[config.mk]
export PLATFORM = sky130hd
export DESIGN_NAME = high_score_keeper_flat
export DESIGN_NICKNAME = d
export VERILOG_FILES = /design/src/rtl/high_score_keeper_if.sv /design/src/rtl/high_score_keeper.sv /design/src/flat_wrapper.sv
export SDC_FILE = /design/constraint.sdc
export NUM_CORES = 1
export LEC_CHECK = 0
export ABC_AREA = 1
export CAP_MARGIN = 20
export CORE_UTILIZATION = 30
export CTS_CLUSTER_SIZE = 24
export DETAILED_ROUTE_END_ITERATION = 16
export SLEW_MARGIN = 5
export SYNTH_ARGS = -nofsm -noshare
export SYNTH_HDL_FRONTEND = slang
export SYNTH_SLANG_ARGS = --single-unit
export TNS_END_PERCENT = 30
[constraint.sdc]
create_clock -name clk -period 2.5 [get_ports clk]
set_input_delay 0.375 -clock clk [delete_from_list [all_inputs] [get_ports clk]]
set_output_delay 0.375 -clock clk [all_outputs]
set_load 0.1 [all_outputs]
[src/rtl/high_score_keeper_if.sv]
// -----------------------------------------------------------------------------
// high_score_keeper_if
//   Bundles the score-counter inputs and the HUD-facing outputs of
//   high_score_keeper. Clock and reset stay plain ports on the module.
//
//   Signals (direction seen from the keeper, i.e. the slave modport):
//     Units/Tens/Hundreds  in   4  current score digits (BCD)
//     newGame              in   1  start-of-game pulse
//     gameOver             in   1  end of game (level or pulse)
//     gameWon              in   1  win flag, also ends the game
//     hsUnits/hsTens/hsHundreds out 4  stored high score digits
//     newRecord            out  1  set on a record update until next newGame
//     recordBlink          out  1  flashing copy of newRecord
//     busy                 out  1  comparison/update in progress
//
//   master: the score-counter / test side, drives the inputs.
//   slave : the keeper itself.
// -----------------------------------------------------------------------------
interface high_score_keeper_if;
  logic [3:0] Units;
  logic [3:0] Tens;
  logic [3:0] Hundreds;
  logic       newGame;
  logic       gameOver;
  logic       gameWon;
  logic [3:0] hsUnits;
  logic [3:0] hsTens;
  logic [3:0] hsHundreds;
  logic       newRecord;
  logic       recordBlink;
  logic       busy;

  modport master (
    output Units, Tens, Hundreds, newGame, gameOver, gameWon,
    input  hsUnits, hsTens, hsHundreds, newRecord, recordBlink, busy
  );

  modport slave (
    input  Units, Tens, Hundreds, newGame, gameOver, gameWon,
    output hsUnits, hsTens, hsHundreds, newRecord, recordBlink, busy
  );
endinterface

[src/rtl/high_score_keeper.sv]
// -----------------------------------------------------------------------------
// high_score_keeper
//   Snapshots the final 3-digit BCD score when a game ends (gameOver or
//   gameWon; a win scores as 999), compares it against the stored high score
//   and replaces the high score only on a strict improvement. A record raises
//   newRecord until the next newGame, and recordBlink flashes it for the HUD.
//
//   Ports:
//     clk    in  system clock, all state on the rising edge
//     reset  in  asynchronous, active-high reset
//     bus    high_score_keeper_if.slave (score inputs, high score / flags out)
//
//   Parameters:
//     BLINK_DIV  clk cycles per recordBlink half-period (>= 2)
//     INIT_HS    high score after reset, {Hundreds,Tens,Units} BCD
//
//   Build option:
//     HS_BLINK_EN  when defined, a blink divider toggles recordBlink every
//                  BLINK_DIV cycles while newRecord is set. When undefined,
//                  recordBlink is a registered copy of newRecord.
//
//   All outputs come straight from registers.
// -----------------------------------------------------------------------------
module high_score_keeper #(
  parameter int          BLINK_DIV = 25_000_000,
  parameter logic [11:0] INIT_HS   = 12'h000
) (
  input  logic               clk,
  input  logic               reset,
  high_score_keeper_if.slave bus
);

  if (BLINK_DIV < 2) begin : g_bad_blink_div
    $error("high_score_keeper: BLINK_DIV must be >= 2");
  end

  localparam logic [2:0] S_IDLE = 3'd0;
  localparam logic [2:0] S_RUN  = 3'd1;
  localparam logic [2:0] S_CMP  = 3'd2;
  localparam logic [2:0] S_UPD  = 3'd3;
  localparam logic [2:0] S_DONE = 3'd4;

  logic [2:0]  r_state;
  logic [11:0] r_snap;
  logic [11:0] r_hs;
  logic        r_new_record;
  logic        r_blink;
  logic        r_busy;

  logic [2:0]  w_state_nxt;
  logic        w_new_record_nxt;
  logic        w_end;
  logic        w_snap_gt;

  assign w_end = bus.gameOver | bus.gameWon;

  // Digit-wise, most significant first. Digits above 9 are compared as raw
  // 4-bit values, so no BCD correction is applied.
  always_comb begin
    // NOTE: every output of a combinational block gets a default up front;
    // a path that leaves it unassigned would infer a latch.
    w_snap_gt = 1'b0;
    if (r_snap[11:8] != r_hs[11:8])
      w_snap_gt = r_snap[11:8] > r_hs[11:8];
    else if (r_snap[7:4] != r_hs[7:4])
      w_snap_gt = r_snap[7:4] > r_hs[7:4];
    else
      w_snap_gt = r_snap[3:0] > r_hs[3:0];
  end

  // Next state and next newRecord. Ending a game takes priority over a
  // simultaneous newGame in S_RUN; newGame during S_CMP/S_UPD is dropped.
  always_comb begin
    w_state_nxt      = r_state;
    w_new_record_nxt = r_new_record;
    case (r_state)
      S_IDLE: if (bus.newGame) w_state_nxt = S_RUN;
      S_RUN:  if (w_end)       w_state_nxt = S_CMP;
      S_CMP:  w_state_nxt = w_snap_gt ? S_UPD : S_DONE;
      S_UPD: begin
        w_state_nxt      = S_DONE;
        w_new_record_nxt = 1'b1;
      end
      S_DONE: begin
        if (bus.newGame) begin
          w_state_nxt      = S_RUN;
          w_new_record_nxt = 1'b0;
        end
      end
      default: w_state_nxt = S_IDLE;
    endcase
  end

  always_ff @(posedge clk or posedge reset) begin
    if (reset) begin
      r_state      <= S_IDLE;
      r_snap       <= 12'h000;
      r_hs         <= INIT_HS;
      r_new_record <= 1'b0;
      r_busy       <= 1'b0;
    end else begin
      // NOTE: state registers use non-blocking assignments so every register
      // samples the pre-edge values, independent of statement order.
      r_state      <= w_state_nxt;
      r_new_record <= w_new_record_nxt;
      // busy is registered from the next state so it tracks S_CMP/S_UPD
      // exactly without a combinational decode on the output.
      r_busy       <= (w_state_nxt == S_CMP) || (w_state_nxt == S_UPD);
      if (r_state == S_RUN && w_end)
        r_snap <= bus.gameWon ? 12'h999 : {bus.Hundreds, bus.Tens, bus.Units};
      if (r_state == S_UPD)
        r_hs <= r_snap;
    end
  end

`ifdef HS_BLINK_EN
  localparam int          CW      = $clog2(BLINK_DIV);
  localparam logic [CW-1:0] CNT_MAX = CW'(BLINK_DIV - 1);

  logic [CW-1:0] r_blink_cnt;

  // Driven from the next newRecord value so the blink starts high on the
  // same edge the record is taken and drops on the same edge it clears.
  always_ff @(posedge clk or posedge reset) begin
    if (reset) begin
      r_blink_cnt <= '0;
      r_blink     <= 1'b0;
    end else if (!w_new_record_nxt) begin
      r_blink_cnt <= '0;
      r_blink     <= 1'b0;
    end else if (!r_new_record) begin
      r_blink_cnt <= '0;
      r_blink     <= 1'b1;
    end else if (r_blink_cnt == CNT_MAX) begin
      r_blink_cnt <= '0;
      r_blink     <= ~r_blink;
    end else begin
      r_blink_cnt <= r_blink_cnt + 1'b1;
    end
  end
`else
  always_ff @(posedge clk or posedge reset) begin
    if (reset) r_blink <= 1'b0;
    else       r_blink <= w_new_record_nxt;
  end
`endif

  assign bus.hsHundreds  = r_hs[11:8];
  assign bus.hsTens      = r_hs[7:4];
  assign bus.hsUnits     = r_hs[3:0];
  assign bus.newRecord   = r_new_record;
  assign bus.recordBlink = r_blink;
  assign bus.busy        = r_busy;

endmodule
[src/flat_wrapper.sv]
// flat-port wrapper written by rule: the top's interface ports become plain ports
module high_score_keeper_flat 
#(
  parameter int          BLINK_DIV = 25_000_000,
  parameter logic [11:0] INIT_HS   = 12'h000
)
  (clk, reset, bus_Units, bus_Tens, bus_Hundreds, bus_newGame, bus_gameOver, bus_gameWon, bus_hsUnits, bus_hsTens, bus_hsHundreds, bus_newRecord, bus_recordBlink, bus_busy);
  high_score_keeper_if bus_i ();
  input  logic clk;
  input  logic reset;
  input wire logic [$bits(bus_i.Units)-1:0] bus_Units;
  input wire logic [$bits(bus_i.Tens)-1:0] bus_Tens;
  input wire logic [$bits(bus_i.Hundreds)-1:0] bus_Hundreds;
  input wire logic [$bits(bus_i.newGame)-1:0] bus_newGame;
  input wire logic [$bits(bus_i.gameOver)-1:0] bus_gameOver;
  input wire logic [$bits(bus_i.gameWon)-1:0] bus_gameWon;
  output wire logic [$bits(bus_i.hsUnits)-1:0] bus_hsUnits;
  output wire logic [$bits(bus_i.hsTens)-1:0] bus_hsTens;
  output wire logic [$bits(bus_i.hsHundreds)-1:0] bus_hsHundreds;
  output wire logic [$bits(bus_i.newRecord)-1:0] bus_newRecord;
  output wire logic [$bits(bus_i.recordBlink)-1:0] bus_recordBlink;
  output wire logic [$bits(bus_i.busy)-1:0] bus_busy;
  assign bus_i.Units = bus_Units;
  assign bus_i.Tens = bus_Tens;
  assign bus_i.Hundreds = bus_Hundreds;
  assign bus_i.newGame = bus_newGame;
  assign bus_i.gameOver = bus_gameOver;
  assign bus_i.gameWon = bus_gameWon;
  assign bus_hsUnits = bus_i.hsUnits;
  assign bus_hsTens = bus_i.hsTens;
  assign bus_hsHundreds = bus_i.hsHundreds;
  assign bus_newRecord = bus_i.newRecord;
  assign bus_recordBlink = bus_i.recordBlink;
  assign bus_busy = bus_i.busy;
  high_score_keeper #(.BLINK_DIV(BLINK_DIV), .INIT_HS(INIT_HS)) u_core (.clk(clk), .reset(reset), .bus(bus_i));
endmodule
Word-level counts from Yosys, hierarchy flattened
Index checks and enable logic that the tools add are counted.

operators by class
  order comparisons = 3
  eq/ne operators = 9
  multiplexer cells = 9
  bitwise operators = 1
  reductions and logical operators = 6

operators with widths
  cell                                                 count
  equality test 3 x 2 -> 1 bit, second input constant  4
  > comparator 4 bit                                   3
  2-to-1 mux 12 bit                                    1
  one-hot mux 3 bit (4 select lines)                   1
  2-to-1 mux 3 bit                                     3
  inequality test 4 bit                                2
  equality test 3 x 1 -> 1 bit, second input constant  1
  equality test 3 bit, second input constant           1
  logical NOT 3 bit                                    1
  2-to-1 mux 1 bit                                     3
  inequality test 2 bit, second input constant         1
  one-hot mux 1 bit (2 select lines)                   1
  AND reduction 2 bit                                  1
  nonzero test 2 bit                                   1
  OR reduction 2 bit                                   1
  logical AND 1 bit                                    1
  logical OR 1 bit                                     1
  OR 1 bit                                             1

storage, ports and cells
  register bits = 29
  input bits = 17
  output and inout port bits = 15
  logic and storage cells = 33

Longest topological paths before layout
Gate-level depths: netlist of the first run.

  word-level depth = 7
  mapped depth = 12
  depth with buffers taken out = 12

Worst setup path after synthesis of the first run
No wires, ideal clock.

  path kind = register -> register
  from = register u_core.r_hs[3]
  to = register u_core.r_state[0]
  setup time = 121 ps
  arrival = 1829 ps
  data required time = 2379 ps
  path slack = 550 ps
  cell stages (with the launch flop) = 11
  path buffers = 0
  period minus slack after synthesis = 1950 ps
  cell sequence = dfrtp_1 inv_1 ha_1 nand2_1 inv_1 nand2_1 nand2_1 nand2_1 nand3_1 nand3_1 nand2_1

between the ends
  longest elaborated chain between the ends = 5

RTL lines
  what                                RTL line                  text
  start, declared                     high_score_keeper.sv:45   logic [11:0] r_hs;
  start signal, assigned              high_score_keeper.sv:112  r_hs <= r_snap;
  > comparator 4 bit                  high_score_keeper.sv:68   w_snap_gt = r_snap[3:0] > r_hs[3:0];
  2-to-1 mux 1 bit                    high_score_keeper.sv:65   else if (r_snap[7:4] != r_hs[7:4])
  2-to-1 mux 1 bit                    high_score_keeper.sv:63   if (r_snap[11:8] != r_hs[11:8])
  2-to-1 mux 3 bit                    high_score_keeper.sv:79   S_CMP: w_state_nxt = w_snap_gt ? S_UPD : S_DONE;
  one-hot mux 3 bit (4 select lines)  high_score_keeper.sv:76   case (r_state)
  net u_core.w_state_nxt[0]           high_score_keeper.sv:50   logic [2:0] w_state_nxt;
  end signal, assigned                high_score_keeper.sv:104  r_state <= w_state_nxt;
  end, declared                       high_score_keeper.sv:43   logic [2:0] r_state;

The timed path passes the listed nets, and every way through them passes these cells.
A chain may end at the register's enable or synchronous reset.

Worst setup path in the final report of the first run
  from = input bus_gameWon
  to = register u_core.r_snap[6]

between the ends
  longest elaborated chain between the ends = 2
  elaborated cells on any way between the ends = 3
  classes of those cells = mux (1); bitwise (1); reduce/logical (1)

RTL lines
  what                  RTL line                  text
  start, declared       flat_wrapper.sv:16        input wire logic [$bits(bus_i.gameWon)-1:0] bus_gameWon;
  OR 1 bit              high_score_keeper.sv:55   assign w_end = bus.gameOver | bus.gameWon;
  logical AND 1 bit     high_score_keeper.sv:109  if (r_state == S_RUN && w_end)
  end signal, assigned  high_score_keeper.sv:110  r_snap <= bus.gameWon ? 12'h999 : {bus.Hundreds, bus.Tens, bus.Units};
  end, declared         high_score_keeper.sv:44   logic [11:0] r_snap;

Parallel ways exist; a longest one is shown, timed or not.

==> results of run 1 <==
[stage by stage]
step	instances	hold WS (ps)
floorplan	179	453
global placement	275	495
detailed placement	275	495
CTS	282	486
global route	282	517
finish	282	472
[kinds of logic after synthesis]
family	synth area share, %
buf+inv	10.1
simple gates	20.9
compound gates	10.4
fa+ha+maj	10.0
flops	48.6
[synthesized netlist by cell type (all sizes together) (3+ instances only)]
library cell	n	area (µm²)
a21oi	3	15.0
nor2	7	33.8
dfrtp	29	726
nor3	3	20.0
nand2	55	206
o21ai	23	119
inv	29	109
buf	4	37.5
nand3	9	45.0
ha	12	150
[cell type report]
cell class | count | area share [%]
clock buffers | 7 | 4.50
inverters | 29 | 5.68
multi-input cells | 116 | 32.2
flip-flops and latches | 29 | 37.9
well taps | 67 | 4.37
repair buffers | 34 | 15.4
[routing by layer]
layer,vias to the layer above,part of all wire (%),GRT usage (%),wire (µm)
met5,-,0,0,0
met4,0,2.3,7.84,70
met3,7,5.7,3.61,175
met2,32,43,18.5,1320
met1,523,49,18.3,1510
li1,633,-,-,-
[registers in the layout, summed over array words and instances, names as in the netlist]
signal,cells
u_core.r_state,3
u_core.r_snap,12
u_core.r_hs,12
u_core.bus.busy,1
u_core.bus.newRecord,1
[worst max-delay path, cell delays in order]
cell and delay, ps:
clkdlybuf4s50_1 630, nor2_1 140, nor2_4 310, inv_2 170
nand2_1 100, nand2_1 50
[path summary, 6_finish.rpt]
kind | start | endpoint | slack, ps | cells after the start
setup / recovery | bus_gameWon | u_core.r_snap[6] | 890 | 6
setup reg to reg | u_core.r_state[2] | u_core.r_snap[6] | 1030 | 6
max in group asynchronous | reset | u_core.r_snap[6] | 1750 | 3
hold reg to reg | u_core.r_snap[3] | u_core.r_snap[3] | 510 | 2
min in group clk | u_core.r_snap[3] | u_core.r_snap[3] | 510 | 2
hold / removal | reset | u_core.r_hs[5] | 470 | 3
==> reports/metrics.csv, run 1 <==
metric,value,unit
# diodes,0,
"leading cell types in the layout, fill and taps excluded","nand2_1 (55), dfrtp_1 (29), inv_1 (26), o21ai_0 (19), buf_4 (18)",
Syn Inst Count,179,
Antenna Violating Nets Remaining,0,
class of the worst hold path,in2async,
setup ws final,891,ps
clock insertion delay at the later pin of the skew report,280,ps
clock tree sinks,29,
sequential cell area fraction in the yosys report,48.6,%
final RePlAce weighted congestion,0.763,
flip-flop and latch count after synthesis,29,
max cap viols,0,
kind of launch point of the worst setup path,input port,
Fmax,0.621,GHz
YS warnings,0,
global router's overall resource usage,13.3,%
number of buffers inserted during clock tree synthesis,5,
horizontal die dimension,72.6,µm
synthesized area divided by synthesized cell count,8.35,µm²
Area Overhead vs Synth,28.3,%
"commonest non-fill, non-tap cell in the layout",nand2_1,
"final std cell area, no fill",1920,µm²
post-cts sizing count,0,
post-place setup slack,597,ps
post-CTS setup buffer count,0,
routed wire length,3080,µm
final hold viol count,0,
Core Footprint,4750,µm²
DRC errors left,0,
via total after detailed routing,1195,
RSZ-0062 raised after global routing,false,
buffer levels on the longest clock path,2,
Filler cells,516,
share of async-settable or async-resettable flops after synthesis,100,%
fraction of layout cells with a size suffix above 1,14.0,%
count of boundary I/O pins,32,
starting density of the core,31.4,%
Final #Nets,244,
antenna violations before repair,0,
final core utilization,40.3,%
maximum number of pins on one net before global-route repair,30,
"Arr. time, crit path",1780,ps
residual overflow from global routing,0,
vias per std cell,4.24,
pins over their slew limit,0,
"EDFF count, synth",0,
"Period Utilization, post-route",64.4,%
Wirelength per Cell,10.9,µm
area taken by flip-flops and latches,726,µm²
detailed placement HPWL,2320,µm
kind of capture point of the worst setup path,flip-flop,
wire length of the first global-routing pass,5050,µm
critical path class,in2reg,
Site Rows,25,
area of the die,5270,µm²
number of iterations in the first detailed-routing pass,4,
Post-Synthesis Cell Area,1490,µm²
clock edge transition at the registers on the reported setup and hold paths,60,ps
DRC violation total after the first TritonRoute iteration,29,
Most used DFF post-synth,dfrtp_1,
cell chosen for the clock root,clkbuf_8,
via count of the first global-routing pass,1062,
outcome,completed,
time the worst path needs with I/O delays and setup,1610,ps
largest driver fanout on the critical path,16,
skew final,4.42,ps
Tightest Pin Transition,381,ps
TritonCTS clock tree,done,
number of buffers inserted for hold repair after clock tree synthesis,0,
placement-stage cell area,1830,µm²
post-synth net total,208,
IO Port Bufs,31,
relative slew slack,74.6,%
endpoints failing setup,0,
multi-input logic area,617,µm²
vertical extent of the die,72.6,µm
Setup Total Neg Slack,0,ps
distinct cell type count of the synthesized netlist,21,
CP Data Required Time,2670,ps
# H-tree levels,2,
Power of run 1 is not shown: default switching activity piles up to over one toggle a cycle in this logic, so the estimate is an artifact.
==> inputs of run 2 (changes only) <==
- clock period: 2.5 -> 1.4 ns (I/O delays scaled with it)
==> reports/metrics.csv, run 2 (synthesis gave the netlist of run 1 again) <==
metric,value,unit
final RePlAce weighted congestion,0.758,
pins over their slew limit,0,
number of buffers inserted for hold repair after clock tree synthesis,0,
detailed placement HPWL,2440,µm
Top Registers,"u_core.r_hs x12, u_core.r_snap x12, u_core.r_state x3",
"leading cell types in the layout, fill and taps excluded","nand2_1 (52), inv_1 (19), o21ai_0 (19), buf_4 (19), buf_12 (17)",
residual overflow from global routing,0,
clock tree sinks,29,
time the worst path needs with I/O delays and setup,1450,ps
routed wire length,3590,µm
count of boundary I/O pins,32,
final hold viol count,0,
maximum number of pins on one net before global-route repair,30,
Fmax,0.690,GHz
vertical extent of the die,72.6,µm
fraction of layout cells with a size suffix above 1,36.3,%
Filler cells,467,
"Arr. time, crit path",1620,ps
buffer levels on the longest clock path,2,
kind of capture point of the worst setup path,flip-flop,
final core utilization,51.2,%
cell chosen for the clock root,clkbuf_8,
clock edge transition at the registers on the reported setup and hold paths,60,ps
# diodes,0,
clock insertion delay at the later pin of the skew report,280,ps
Cell Count Post-Placement,293,
area of the die,5270,µm²
wire length of the first global-routing pass,6030,µm
outcome,"finished, violations left",
largest driver fanout on the critical path,3,
number of iterations in the first detailed-routing pass,4,
via total after detailed routing,1326,
relative slew slack,76.6,%
Site Rows,25,
DRC errors left,0,
vias per std cell,4.41,
via count of the first global-routing pass,1323,
number of buffers inserted during clock tree synthesis,5,
global router's overall resource usage,15.6,%
Final #Nets,262,
starting density of the core,31.4,%
"commonest non-fill, non-tap cell in the layout",nand2_1,
Final Non-Filler Cells,301,
skew final,7.10,ps
max cap viols,0,
DRC violation total after the first TritonRoute iteration,64,
Core Footprint,4750,µm²
Wirelength per Cell,11.9,µm
# H-tree levels,2,
RSZ-0062 raised after global routing,true,
kind of launch point of the worst setup path,flip-flop,
antenna violations before repair,0,
"Period Utilization, post-route",103,%
critical path class,reg2reg,
class of the worst hold path,in2async,
failing checks,negative setup slack,
CP Data Required Time,1570,ps
horizontal die dimension,72.6,µm
Antenna Violating Nets Remaining,0,
Area Overhead vs Synth,63.1,%
endpoints failing setup,3,
TritonCTS clock tree,done,
setup ws final,-48.6,ps
Tightest Pin Transition,348,ps
IO Port Bufs,31,
run 2: critical path, cell delays in order (launching register included):
cell and delay, ps:
dfrtp_4 410, inv_2 50, ha_4 270, nand4_1 180, nor2_2 140, nand2_2 70
nand2_1 50, nand2_1 60, nand3_2 60, nand2_1 50
run 2: repair_timing:
| item | in CTS | in global routing |
|---|---|---|
| endpoints found under the setup margin | 4 | 9 |
| resized for setup | 7 | 13 |
| pin swaps | 4 | 7 |
| gates cloned | 0 | 0 |
| setup buffers | 0 | 0 |
run 2: metrics by stage:
step | setup slack, ps | hold WS [ps] | TNS, ps | area (µm²)
after CTS | -20.0 | 273 | -49.5 | 2380
after detailed placement | -20.1 | 501 | -33.0 | 2220
after global routing | -123 | 283 | -357 | 2440
after global placement | -16.0 | 486 | -30.2 | 2220
after floorplan | -136 | 288 | -533 | 1540
final | -48.6 | 265 | -68.6 | 2440
run 2: final timing paths:
check                                  start                end  slack, ps  cells past startpoint
min in group clk                bus_Units[1]   u_core.r_snap[1]        470                      3
hold / removal                         reset    u_core.r_hs[10]        260                      3
setup / recovery              u_core.r_hs[7]  u_core.r_state[2]        -50                      9
hold reg to reg            u_core.r_snap[11]  u_core.r_snap[11]        510                      2
setup reg to reg              u_core.r_hs[7]  u_core.r_state[2]        -50                      9
max in group asynchronous              reset     u_core.r_hs[9]        940                      3
run 2: cell type report:
| type | count | area [µm²] | area share, % |
|---|---|---|---|
| multi-input combinational | 116 | 741 | 30.4 |
| timing repair buffer | 52 | 643 | 26.4 |
| sequential | 29 | 764 | 31.4 |
| clock buffer | 8 | 90.1 | 3.70 |
| tap | 67 | 83.8 | 3.44 |
| inverter | 29 | 114 | 4.67 |
run 2: routing by layer:
layer	vias to the layer above	part of all wire [%]	GRT usage (%)
li1	674	-	-
met1	614	48	18.4
met2	33	47	26.3
met3	5	4.5	5.69
met4	0	1.1	5.23
met5	-	0	0
Power of run 2 is left out for the same reason.
==> inputs of run 3 (changes only) <==
- CORE_UTILIZATION: 30 -> 45
- PLACE_DENSITY: unset -> 0.75
==> reports/metrics.csv, run 3 (synthesis gave the netlist of run 1 again) <==
metric,value,unit
setup ws final,-91.9,ps
Tightest Pin Transition,384,ps
endpoints failing setup,5,
TritonCTS clock tree,done,
"Arr. time, crit path",1710,ps
largest driver fanout on the critical path,2,
buffer levels on the longest clock path,2,
time the worst path needs with I/O delays and setup,1490,ps
fraction of layout cells with a size suffix above 1,34.1,%
DRC violation total after the first TritonRoute iteration,62,
number of buffers inserted for hold repair after clock tree synthesis,0,
critical path class,reg2reg,
number of buffers inserted during clock tree synthesis,5,
via total after detailed routing,1401,
kind of capture point of the worst setup path,flip-flop,
area of the die,3550,µm²
Final #Nets,260,
"Period Utilization, post-route",107,%
Filler cells,238,
maximum number of pins on one net before global-route repair,30,
DRC errors left,0,
"commonest non-fill, non-tap cell in the layout",nand2_1,
clock edge transition at the registers on the reported setup and hold paths,100,ps
count of boundary I/O pins,32,
kind of launch point of the worst setup path,flip-flop,
residual overflow from global routing,0,
Top Registers,"u_core.r_hs x12, u_core.r_snap x12, u_core.r_state x3",
clock insertion delay at the later pin of the skew report,340,ps
skew final,10.3,ps
vias per std cell,5.08,
outcome,"finished, violations left",
final hold viol count,0,
# H-tree levels,2,
antenna violations before repair,0,
detailed placement HPWL,2550,µm
starting density of the core,48.1,%
clock tree sinks,29,
via count of the first global-routing pass,1370,
horizontal die dimension,59.6,µm
max cap viols,0,
Setup Total Neg Slack,-275,ps
global router's overall resource usage,24.4,%
routed wire length,3740,µm
IO Port Bufs,31,
cell chosen for the clock root,clkbuf_4,
slack of the worst reg-to-reg path,-90,ps
# diodes,0,
pins over their slew limit,0,
CP Data Required Time,1620,ps
"leading cell types in the layout, fill and taps excluded","nand2_1 (53), buf_4 (19), inv_1 (18), o21ai_0 (18)",
Site Rows,20,
wire length of the first global-routing pass,6060,µm
number of iterations in the first detailed-routing pass,4,
Wirelength per Cell,13.5,µm
RSZ-0062 raised after global routing,true,
relative slew slack,74.2,%
vertical extent of the die,59.6,µm
failing checks,negative setup slack,
final RePlAce weighted congestion,0.826,
Area Overhead vs Synth,54.8,%
Core Footprint,3100,µm²
class of the worst hold path,in2async,
Antenna Violating Nets Remaining,0,
Fmax,0.670,GHz
-- run 3: cell types whose count changed in the layout (fill, tap and decap cells not counted), sizes merged --
cell | before | now
clkinv | 0 | 1
clkbuf | 8 | 7
buf | 36 | 34
-- run 3: worst paths after layout --
| check | startpoint | to | depth (start not counted) |
|---|---|---|---|
| min | reset | u_core.r_hs[11] | 3 |
| min in group clk | bus_Tens[2] | u_core.r_snap[6] | 3 |
| max | u_core.r_hs[1] | u_core.r_state[2] | 10 |
| max reg2reg | u_core.r_hs[1] | u_core.r_state[2] | 10 |
| min reg2reg | u_core.r_snap[9] | u_core.r_hs[9] | 2 |
| max in group asynchronous | reset | u_core.r_hs[7] | 3 |
-- run 3: through the flow --
stage | area [µm²] | setup slack, ps | hold slack, ps | cells | utilization [%]
2_1_floorplan | 1540 | -136 | 288 | 179 | -
3_3_place_gp | 2100 | -3.33 | 489 | 261 | 67.7
3_5_place_dp | 2100 | -49.5 | 492 | 261 | 67.7
4_1_cts | 2220 | -34.4 | 265 | 269 | 71.7
5_1_grt | 2310 | -147 | 280 | 276 | 74.5
6_report | 2310 | -91.9 | 246 | 276 | 74.5
-- run 3: final cells by class --
| type | instances | area, µm² | share of cell area [%] |
|---|---|---|---|
| clock inverters | 1 | 5.00 | 0.216 |
| flip-flops and latches | 29 | 764 | 33.1 |
| well taps | 44 | 55.1 | 2.38 |
| inverters | 29 | 116 | 5.03 |
| multi-input cells | 116 | 703 | 30.4 |
| clock buffers | 7 | 65.1 | 2.81 |
| repair buffers | 50 | 603 | 26.1 |
-- run 3: critical path: stages, from the launching register on --
cell and delay (ps):
dfrtp_4 490, inv_2 80, ha_4 200, nand2_1 70, nor2_1 40, nor2_1 130
nand2_1 100, nand2_1 60, nand2_1 60, nand3_2 60, nand2_1 60
-- run 3: layer usage --
| layer | track usage (%) | routed length (µm) |
|---|---|---|
| met1 | 28.5 | 1530 |
| met2 | 41.4 | 1990 |
| met3 | 6.99 | 172 |
| met4 | 11.0 | 44 |
| met5 | 0 | 0 |
-- run 3: timing repair --
item                       4_1_cts  5_1_grt
resized for setup                5       10
pin swaps                        5       10
setup endpoints to repair        4       15
setup buffers                    0        7
Power of run 3 is left out for the same reason.
